File: config.mk
export PLATFORM = sky130hd
export DESIGN_NAME = decoder_proj_formal_dut
export DESIGN_NICKNAME = d
export VERILOG_FILES = /design/src/rtl/decoder_proj_pkg.sv /design/src/rtl/decoder_proj_formal_dut_seg7_decode.sv /design/src/rtl/decoder_proj_formal_dut.sv
export SDC_FILE = /design/constraint.sdc
export NUM_CORES = 1
export LEC_CHECK = 0
export ABC_AREA = 1
export BUFFER_PORTS_ARGS = -buffer_cell sky130_fd_sc_hd__buf_2
export CORE_ASPECT_RATIO = 0.6
export CORE_MARGIN = 10
export CORE_UTILIZATION = 35
export CTS_CLUSTER_SIZE = 25
export DETAILED_ROUTE_END_ITERATION = 8
export SLEW_MARGIN = 25
export SYNTH_ARGS = -nofsm -noshare
export SYNTH_HDL_FRONTEND = slang
export SYNTH_SLANG_ARGS = --single-unit
File: constraint.sdc
create_clock -name clk -period 2 [get_ports clk]
set_input_delay 0.4 -clock clk [delete_from_list [all_inputs] [get_ports clk]]
set_output_delay 0.4 -clock clk [all_outputs]
set_load 0.02 [all_outputs]
File: src/rtl/decoder_proj_pkg.sv
// Shared constants, 7-segment type and hex lookup for the decoder project.
package decoder_proj_pkg;

    localparam int SEL_W    = 3;
    localparam int NIB_W    = 4;
    localparam int IO_W     = SEL_W + NIB_W;
    localparam int ONEHOT_W = 1 << SEL_W;

    // Segment order is {g,f,e,d,c,b,a}, a lit segment is 1.
    typedef logic [6:0] seg7_t;

    localparam seg7_t HEX_TABLE [0:15] = '{
        7'h3F, 7'h06, 7'h5B, 7'h4F, 7'h66, 7'h6D, 7'h7D, 7'h07,
        7'h7F, 7'h6F, 7'h77, 7'h7C, 7'h39, 7'h5E, 7'h79, 7'h71
    };

    function automatic seg7_t hex_to_seg(input logic [NIB_W-1:0] nibble);
        return HEX_TABLE[nibble];
    endfunction

endpackage

File: src/rtl/decoder_proj_formal_dut_seg7_decode.sv
// Combinational hex nibble to 7-segment pattern decoder.
module seg7_decode
    import decoder_proj_pkg::*;
(
    input  logic [NIB_W-1:0] nibble,
    output seg7_t            seg
);

    always_comb begin
        seg = hex_to_seg(nibble);
    end

endmodule

File: src/rtl/decoder_proj_formal_dut.sv
// Registered one-hot / 7-seg / parity / change decoder for the pad io_in bus.
// Define DECODER_FORMAL_EN to embed the formal assertions and cover points.
module decoder_proj_formal_dut
    import decoder_proj_pkg::*;
(
    input  logic                clk,
    input  logic                rst_n,
    input  logic [IO_W-1:0]     io_in,
    output logic [ONEHOT_W-1:0] onehot_o,
    output logic [6:0]          seg_o,
    output logic                parity_o,
    output logic                change_o,
    output logic                valid_o
);

    logic [IO_W-1:0]     prev_q;
    logic [ONEHOT_W-1:0] onehot_d;
    seg7_t               seg_d;
    logic                parity_d;
    logic                change_d;

    seg7_decode u_seg7_decode (
        .nibble (io_in[NIB_W-1:0]),
        .seg    (seg_d)
    );

    // valid_o gates change detection so the first sample after reset never flags.
    always_comb begin
        onehot_d = ONEHOT_W'(1) << io_in[IO_W-1:NIB_W];
        parity_d = ^io_in;
        change_d = valid_o && (io_in != prev_q);
    end

    always_ff @(posedge clk or negedge rst_n) begin
        if (!rst_n) begin
            onehot_o <= '0;
            seg_o    <= '0;
            parity_o <= 1'b0;
            change_o <= 1'b0;
            valid_o  <= 1'b0;
            prev_q   <= '0;
        end else begin
            onehot_o <= onehot_d;
            seg_o    <= seg_d;
            parity_o <= parity_d;
            change_o <= change_d;
            valid_o  <= 1'b1;
            prev_q   <= io_in;
        end
    end

`ifdef DECODER_FORMAL_EN
    logic firstCycle = 1'b1;

    // Marks the very first clock of the formal trace so reset can be assumed there.
    always_ff @(posedge clk) begin
        firstCycle <= 1'b0;
    end

    assume property (@(posedge clk) firstCycle |-> !rst_n);

    assert property (@(posedge clk) disable iff (!rst_n)
        valid_o |-> $onehot(onehot_o));

    assert property (@(posedge clk) disable iff (!rst_n)
        valid_o |-> (seg_o == hex_to_seg(prev_q[NIB_W-1:0])));

    assert property (@(posedge clk) disable iff (!rst_n)
        valid_o |-> (parity_o == ^prev_q));

    assert property (@(posedge clk) disable iff (!rst_n)
        valid_o |-> (seg_o != '0));

    // Reset clears asynchronously, so the zero check is level-sensitive.
    always_comb begin
        if (!rst_n) begin
            assert (onehot_o == '0 && seg_o == '0 && !parity_o &&
                    !change_o && !valid_o && prev_q == '0);
        end
    end

    for (genvar s = 0; s < ONEHOT_W; s++) begin : g_cover_sel
        cover property (@(posedge clk) valid_o && onehot_o[s]);
    end

    for (genvar n = 0; n < 16; n++) begin : g_cover_nib
        cover property (@(posedge clk) valid_o && prev_q[NIB_W-1:0] == NIB_W'(n));
    end
`else
`endif

endmodule

==> summary.md, run 1 <==
| Metric | Value |
|---|---|
| R2r setup slk | `1.02 ns` |
| Num rows | `16` |
| Fillers | `337` |
| Die Area | `6305 um^2` |
| Gr usage total | `8.181%` |
| Sequential share of power | `52.7%` |
| RSZ-0062 raised after global routing | `false` |
| CP startpoint | `parity_o$_DFF_PN0_` |
| Setup TNS | `0 ns` |
| Vias in the first global route | `836` |
| Critical Path Fanout Max | `1` |
| Initial Util | `36.78%` |
| Skew final | `0.005882 ns` |
| Area of the multi-input gates | `456.7 um^2` |
| Worst Reg-to-Reg Cells | `6` |
| FF-to-FF Start | `prev_q[1]$_DFF_PN0_` |
| Post-DP HPWL | `1.953 mm` |
| Post-Syn Nets | `150` |
| Port-buffer cells | `26` |
| Register area share after synthesis | `51.49%` |
| Sink Count | `25` |
| Share of cells above drive strength 1 | `23.57%` |
| CP Buf/Inv Count | `1` |
| Synthesized cell area | `1215 um^2` |
| Critical path class | `reg2out` |
| Fin Hold WS | `0.1044 ns` |
| Status | `completed` |
| Sw Ratio | `28.75%` |
| Final slew viol count | `0` |
| DIE HEIGHT | `65.64 um` |
| Via-to-Cell Ratio | `4.238` |
| Max Root-Sink Buffers | `2` |
| Placeable Area | `3303 um^2` |
| Setup Viol. Count Final | `0` |
| CP arrival | `0.82 ns` |
| Worst vdd ir | `0.0002206 V` |
| Clock slew at reported path FFs | `0.09 ns` |
| WL final | `2.452 mm` |
| Crit-path max cell delay | `0.39 ns` |
| Setup Buffers After CTS | `0` |
| Nets | `178` |
| Max_cap viols | `0` |
| Post-route ant nets | `0` |
| Required @ worst endpoint | `1.60 ns` |
| Slew HR | `64.03%` |
| Hold Crit Class | `in2async` |
| DR iter-0 viols | `124` |
| Reg2Reg Capture Point | `change_o$_DFF_PN0_` |
| Clk pwr share | `29.1%` |
| CP Capture Point | `parity_o` |
| Ranking of synthesized cells by area | `dfrtp_1 51%, ha_1 11%, nand2_1 9.9%` |
| DRT Pass-1 Iters | `4` |
| Ports | `27` |
| Initial antenna violation count | `0` |
| Post-Layout Cell Count | `202` |
| Top Family by Delay on Critical Path | `flip-flops` |
| Yosys reg bits | `25` |
| Number of vias in the routed layout | `856` |
| Yosys top cell by area | `dfrtp_1` |
| Die X | `96.06 um` |
| Mean Syn Cell Area | `9.346 um^2` |
| Placer congestion estimate | `0.7791` |
| Final core utilization | `42.99%` |
| Number of inserted diodes | `0` |
| Slew @ Worst Pin | `0.5396 ns` |
| Htree depth | `1` |
| F_max | `0.8190 GHz` |
| Worst path slowest cell | `dfrtp_1` |
| CTS root buf | `clkbuf_8` |
| WP depth | `1` |
| Final hold viol count | `0` |
| Switch Pwr | `0.2994 mW` |
| Register area | `625.6 um^2` |
| YS warnings | `0` |
| Global-route wire length before repair | `4.057 mm` |
| Cell internal pwr | `0.7418 mW` |
| Synth cell types | `22` |
| Leak | `0.8101 nW` |
| Final critical-path share of the clock period | `61.05%` |
| CP endpoint kind | `output pin` |
| Tot Pwr | `1.041 mW` |
| DR WL/cell | `12.14 um` |
| Cells after Synth | `130` |
| Layout Area Growth over Synthesis | `16.89%` |
| Top cell type's share of synthesized area | `51.49%` |
| CTS tree | `done` |
| CTS Buf Count | `3` |
| Worst skew pair latency | `0.27 ns` |
| Largest net degree at the start of global routing | `26` |
| Number of cells after detailed placement | `198` |
| Power Dens Cells | `733.2 nW/um^2` |
| Worst setup SP type | `register` |
| Congestion Overflow GR | `0` |
| Cts hold-fix bufs | `0` |
| # DRC | `0` |
| # resized after CTS | `0` |
| Post-layout min period | `1.221 ns` |
| Crit-path cells | `buf_2` |
| Logic pwr share | `18.2%` |
==> layer usage <==
layer,GRT usage [%],wire [um],vias up
met5,0,0,-
li1,-,-,436
met3,3.288,216,4
met4,3.297,24,0
met1,10.53,1111,389
met2,11.87,1100,27
==> state kept, by name, summed over array words and instances, names as in the netlist <==
name,cells
change_o,1
parity_o,1
prev_q,7
seg_o,7
onehot_o,8
valid_o,1
==> cells in the final DEF, fill, tap and decap left out, drive strengths merged, types with 2 or more instances in the layout <==
cell and instances:
nand2 35, inv 26, dfrtp 25, nand3 2, ha 11, a21oi 2
clkbuf 3, a32oi 2, buf 26, nor2 15
==> power groups by stage <==
stage          sequential, mW  clock, mW  combinational [mW]
2_1_floorplan           0.591          0              0.0916
3_3_place_gp            0.557          0               0.188
3_5_place_dp            0.559          0               0.193
4_1_cts                 0.549      0.315               0.193
5_1_grt                 0.553      0.336               0.212
6_report                0.548      0.303               0.189
==> synth_stat cells <==
cell type / n
nand2_1: 32
conb_1: 1
nand3b_1: 1
o21ai_0: 1
inv_2: 1
buf_6: 2
buf_4: 1
xnor2_1: 1
o221ai_1: 1
o21a_1: 1
dfrtp_1: 25
nand3_1: 2
o21bai_1: 1
a32oi_1: 2
a21oi_1: 2
inv_4: 2
nand2_2: 3
ha_1: 11
a32o_1: 1
inv_1: 23
nor2_1: 15
xor2_4: 1
==> logic make-up after synthesis <==
logic type               after synthesis  share of synthesized area, %
AO/OA/AOI/OAI                          9                         5.459
XOR/XNOR                               2                         2.987
adder cells (fa/ha/maj)               11                         11.33
buffers and inverters                 29                         10.92
flip-flops                            25                         51.49
other                                  1                        0.3087
AND/OR/NAND/NOR                       53                         17.51
==> final cells by class <==
cell class / count / area share [%]
Tap cell: 45 / 3.965
Clock buffer: 3 / 2.907
Multi-Input combinational cell: 76 / 32.16
Clock inverter: 1 / 0.5286
Timing Repair Buffer: 26 / 9.163
Inverter: 26 / 7.225
Sequential cell: 25 / 44.05
==> metrics by stage <==
step / cell area (um^2) / worst slack (ns)
2_1_floorplan: 1215 / 0.7507
3_3_place_gp: 1371 / 0.5434
3_5_place_dp: 1371 / 0.4910
4_1_cts: 1420 / 0.7582
5_1_grt: 1420 / 0.7042
6_report: 1420 / 0.7790
==> how the worst min path moves through the flow <==
stage	start	to	slack, ns	depth (start not counted)
detailed placement	rst_n	parity_o$_DFF_PN0_	0.42	1
CTS	rst_n	prev_q[2]$_DFF_PN0_	0.13	1
global placement	rst_n	prev_q[1]$_DFF_PN0_	0.41	1
finish	rst_n	onehot_o[1]$_DFF_PN0_	0.10	1
floorplan	rst_n	change_o$_DFF_PN0_	0.10	0
global route	rst_n	prev_q[6]$_DFF_PN0_	0.13	1
Power figures use the tool's default switching activity.
==> run 2, diff against run 1 <==
Clock period 2 ns to 1 ns, I/O delays scaled along.
==> run 2 against run 1 <==
Net effect:
- the run now ends with negative setup slack left
- clock skew shrank 0.0031 ns
- die area is the same
- clock power grew 89%
- total power grew 110%
- setup slack lost 0.78 ns
- count of clock-buffer cells in the layout grew 1
- global-route usage shrank 0.19 points
- cell count grew 8.4%
- critical path depth is the same
- non-clock buffer count grew 17
==> summary.md, run 2 (synthesized netlist as in run 1, its figures left out) <==
| Metric | Value |
|---|---|
| Status | `finished, violations left` |
| Violated checks | `negative setup slack` |
| Hold_sp | `io_in[0]` |
| Placer congestion estimate | `0.9082` |
| R2r setup slk | `0.06 ns` |
| Post-DP HPWL | `2.030 mm` |
| Number of inserted diodes | `0` |
| Register area | `625.6 um^2` |
| Worst Reg-to-Reg Cells | `6` |
| Top Family by Delay on Critical Path | `flip-flops` |
| Largest register FFs | `8` |
| F_max | `0.9946 GHz` |
| Gr usage total | `7.992%` |
| Fin worst setup slack | `-0.005422 ns` |
| Initial antenna violation count | `0` |
| Die X | `96.06 um` |
| Largest net degree at the start of global routing | `26` |
| Layout Area Growth over Synthesis | `39.75%` |
| Area of the multi-input gates | `476.7 um^2` |
| Crit-path cells | `buf_6` |
| Reg2Reg Capture Point | `change_o$_DFF_PN0_` |
| Post-Layout Cell Count | `219` |
| Worst skew pair latency | `0.26 ns` |
| Final core utilization | `51.40%` |
| Final slew viol count | `0` |
| WP depth | `1` |
| Number of cells after detailed placement | `213` |
| Congestion Overflow GR | `0` |
| Critical path class | `reg2out` |
| CP endpoint kind | `output pin` |
| Hold Crit Class | `in2reg` |
| DR WL/cell | `11.16 um` |
| CTS root buf | `clkbuf_8` |
| Die Area | `6305 um^2` |
| Worst vdd ir | `0.0006416 V` |
| Via-to-Cell Ratio | `4.265` |
| Power Dens Cells | `1290 nW/um^2` |
| Initial Util | `36.78%` |
| CTS tree | `done` |
| Sink Count | `25` |
| Placeable Area | `3303 um^2` |
| Htree depth | `1` |
| Global-route wire length before repair | `3.946 mm` |
| Vias in the first global route | `853` |
| Number of vias in the routed layout | `934` |
| Port-buffer cells | `26` |
| Leak | `0.9309 nW` |
| Num rows | `16` |
| Crit-path max cell delay | `0.40 ns` |
| Most frequent cells in the layout | `32 x nand2_1, 25 x dfrtp_1, 22 x inv_1` |
| Hold Path End | `prev_q[0]$_DFF_PN0_` |
| DIE HEIGHT | `65.64 um` |
| Ports | `27` |
| Top Registers | `onehot_o (8), prev_q (7), seg_o (7)` |
| CP Buf/Inv Count | `1` |
| # DRC | `0` |
| Hold Path Cell Cnt | `1` |
| Skew final | `0.002806 ns` |
| Commonest non-fill, non-tap cell in the layout | `nand2_1` |
| Setup TNS | `-0.005422 ns` |
| DRT Pass-1 Iters | `4` |
| CP arrival | `0.81 ns` |
| CTS Buf Count | `3` |
| Final critical-path share of the clock period | `100.5%` |
| Max_cap viols | `0` |
| Worst path slowest cell | `dfrtp_1` |
| FF-to-FF Start | `prev_q[2]$_DFF_PN0_` |
| Setup Viol. Count Final | `1` |
| Critical Path Fanout Max | `1` |
| WL final | `2.445 mm` |
| Final hold viol count | `0` |
| Post-route ant nets | `0` |
| Worst setup SP type | `register` |
| Clock slew at reported path FFs | `0.08 ns` |
| Largest Register | `onehot_o` |
| DR iter-0 viols | `35` |
| Nets | `195` |
| Post-layout min period | `1.005 ns` |
| RSZ-0062 raised after global routing | `true` |
| Share of cells above drive strength 1 | `32.76%` |
| Fillers | `302` |
| Required @ worst endpoint | `0.80 ns` |
| Max Root-Sink Buffers | `2` |
## run 2: cell count changes in the layout (fill, tap and decap cells not counted), sizes merged
| cell | previous run | this run |
|---|---|---|
| clkinvlp | 1 | 0 |
| clkbuf | 3 | 4 |
| dlygate4sd3 | 0 | 1 |
| buf | 26 | 42 |
## run 2: timing repair
action,4_1_cts,5_1_grt
gates resized for setup,6,31
buffers inserted,1,0
endpoints found under the setup margin,3,18
pin swaps,0,0
hold buffers,1,0
hold endpoints to repair,25,0
gates cloned,0,0
## run 2: power breakdown
part           total [mW]  switching, mW  internal, mW
Combinational       0.510          0.266         0.244
Clock               0.572          0.288         0.284
Sequential           1.11         0.0329          1.07
## run 2: worst max-delay path by stage
stage	slack, ns	from	end
3_5_place_dp	-0.13	io_in[0]	seg_o[3]$_DFF_PN0_
3_3_place_gp	-0.12	io_in[4]	parity_o$_DFF_PN0_
6_report	-0.005	seg_o[3]$_DFF_PN0_	seg_o[3]
5_1_grt	-0.03	seg_o[3]$_DFF_PN0_	seg_o[3]
4_1_cts	-0.02	seg_o[3]$_DFF_PN0_	seg_o[3]
2_1_floorplan	0.01	io_in[0]	seg_o[3]$_DFF_PN0_
## run 2: layout make-up
class,instances,share of cell area [%]
clock buffers,4,2.653
well taps,45,3.316
repair buffers,43,23.07
flip-flops and latches,25,36.85
inverters,26,6.043
multi-input cells,76,28.08
## run 2: per-stage QoR
step	instance area, um^2	power [mW]	setup WS, ns	hold slack [ns]
after floorplan	1227	1.373	0.01280	-0.09559
after global placement	1521	1.555	-0.1193	0.1468
after detailed placement	1521	1.565	-0.1282	0.1540
after CTS	1603	2.170	-0.01750	0.06340
after global routing	1698	2.318	-0.03360	0.06556
final	1698	2.190	-0.005422	0.06902
## run 2: layer usage
| layer | wire (um) | track usage (%) | up-vias |
|---|---|---|---|
| met5 | 0 | 0 | - |
| li1 | - | - | 471 |
| met3 | 202 | 3.061 | 2 |
| met2 | 1176 | 12.29 | 27 |
| met1 | 1052 | 10.00 | 434 |
| met4 | 14 | 2.747 | 0 |
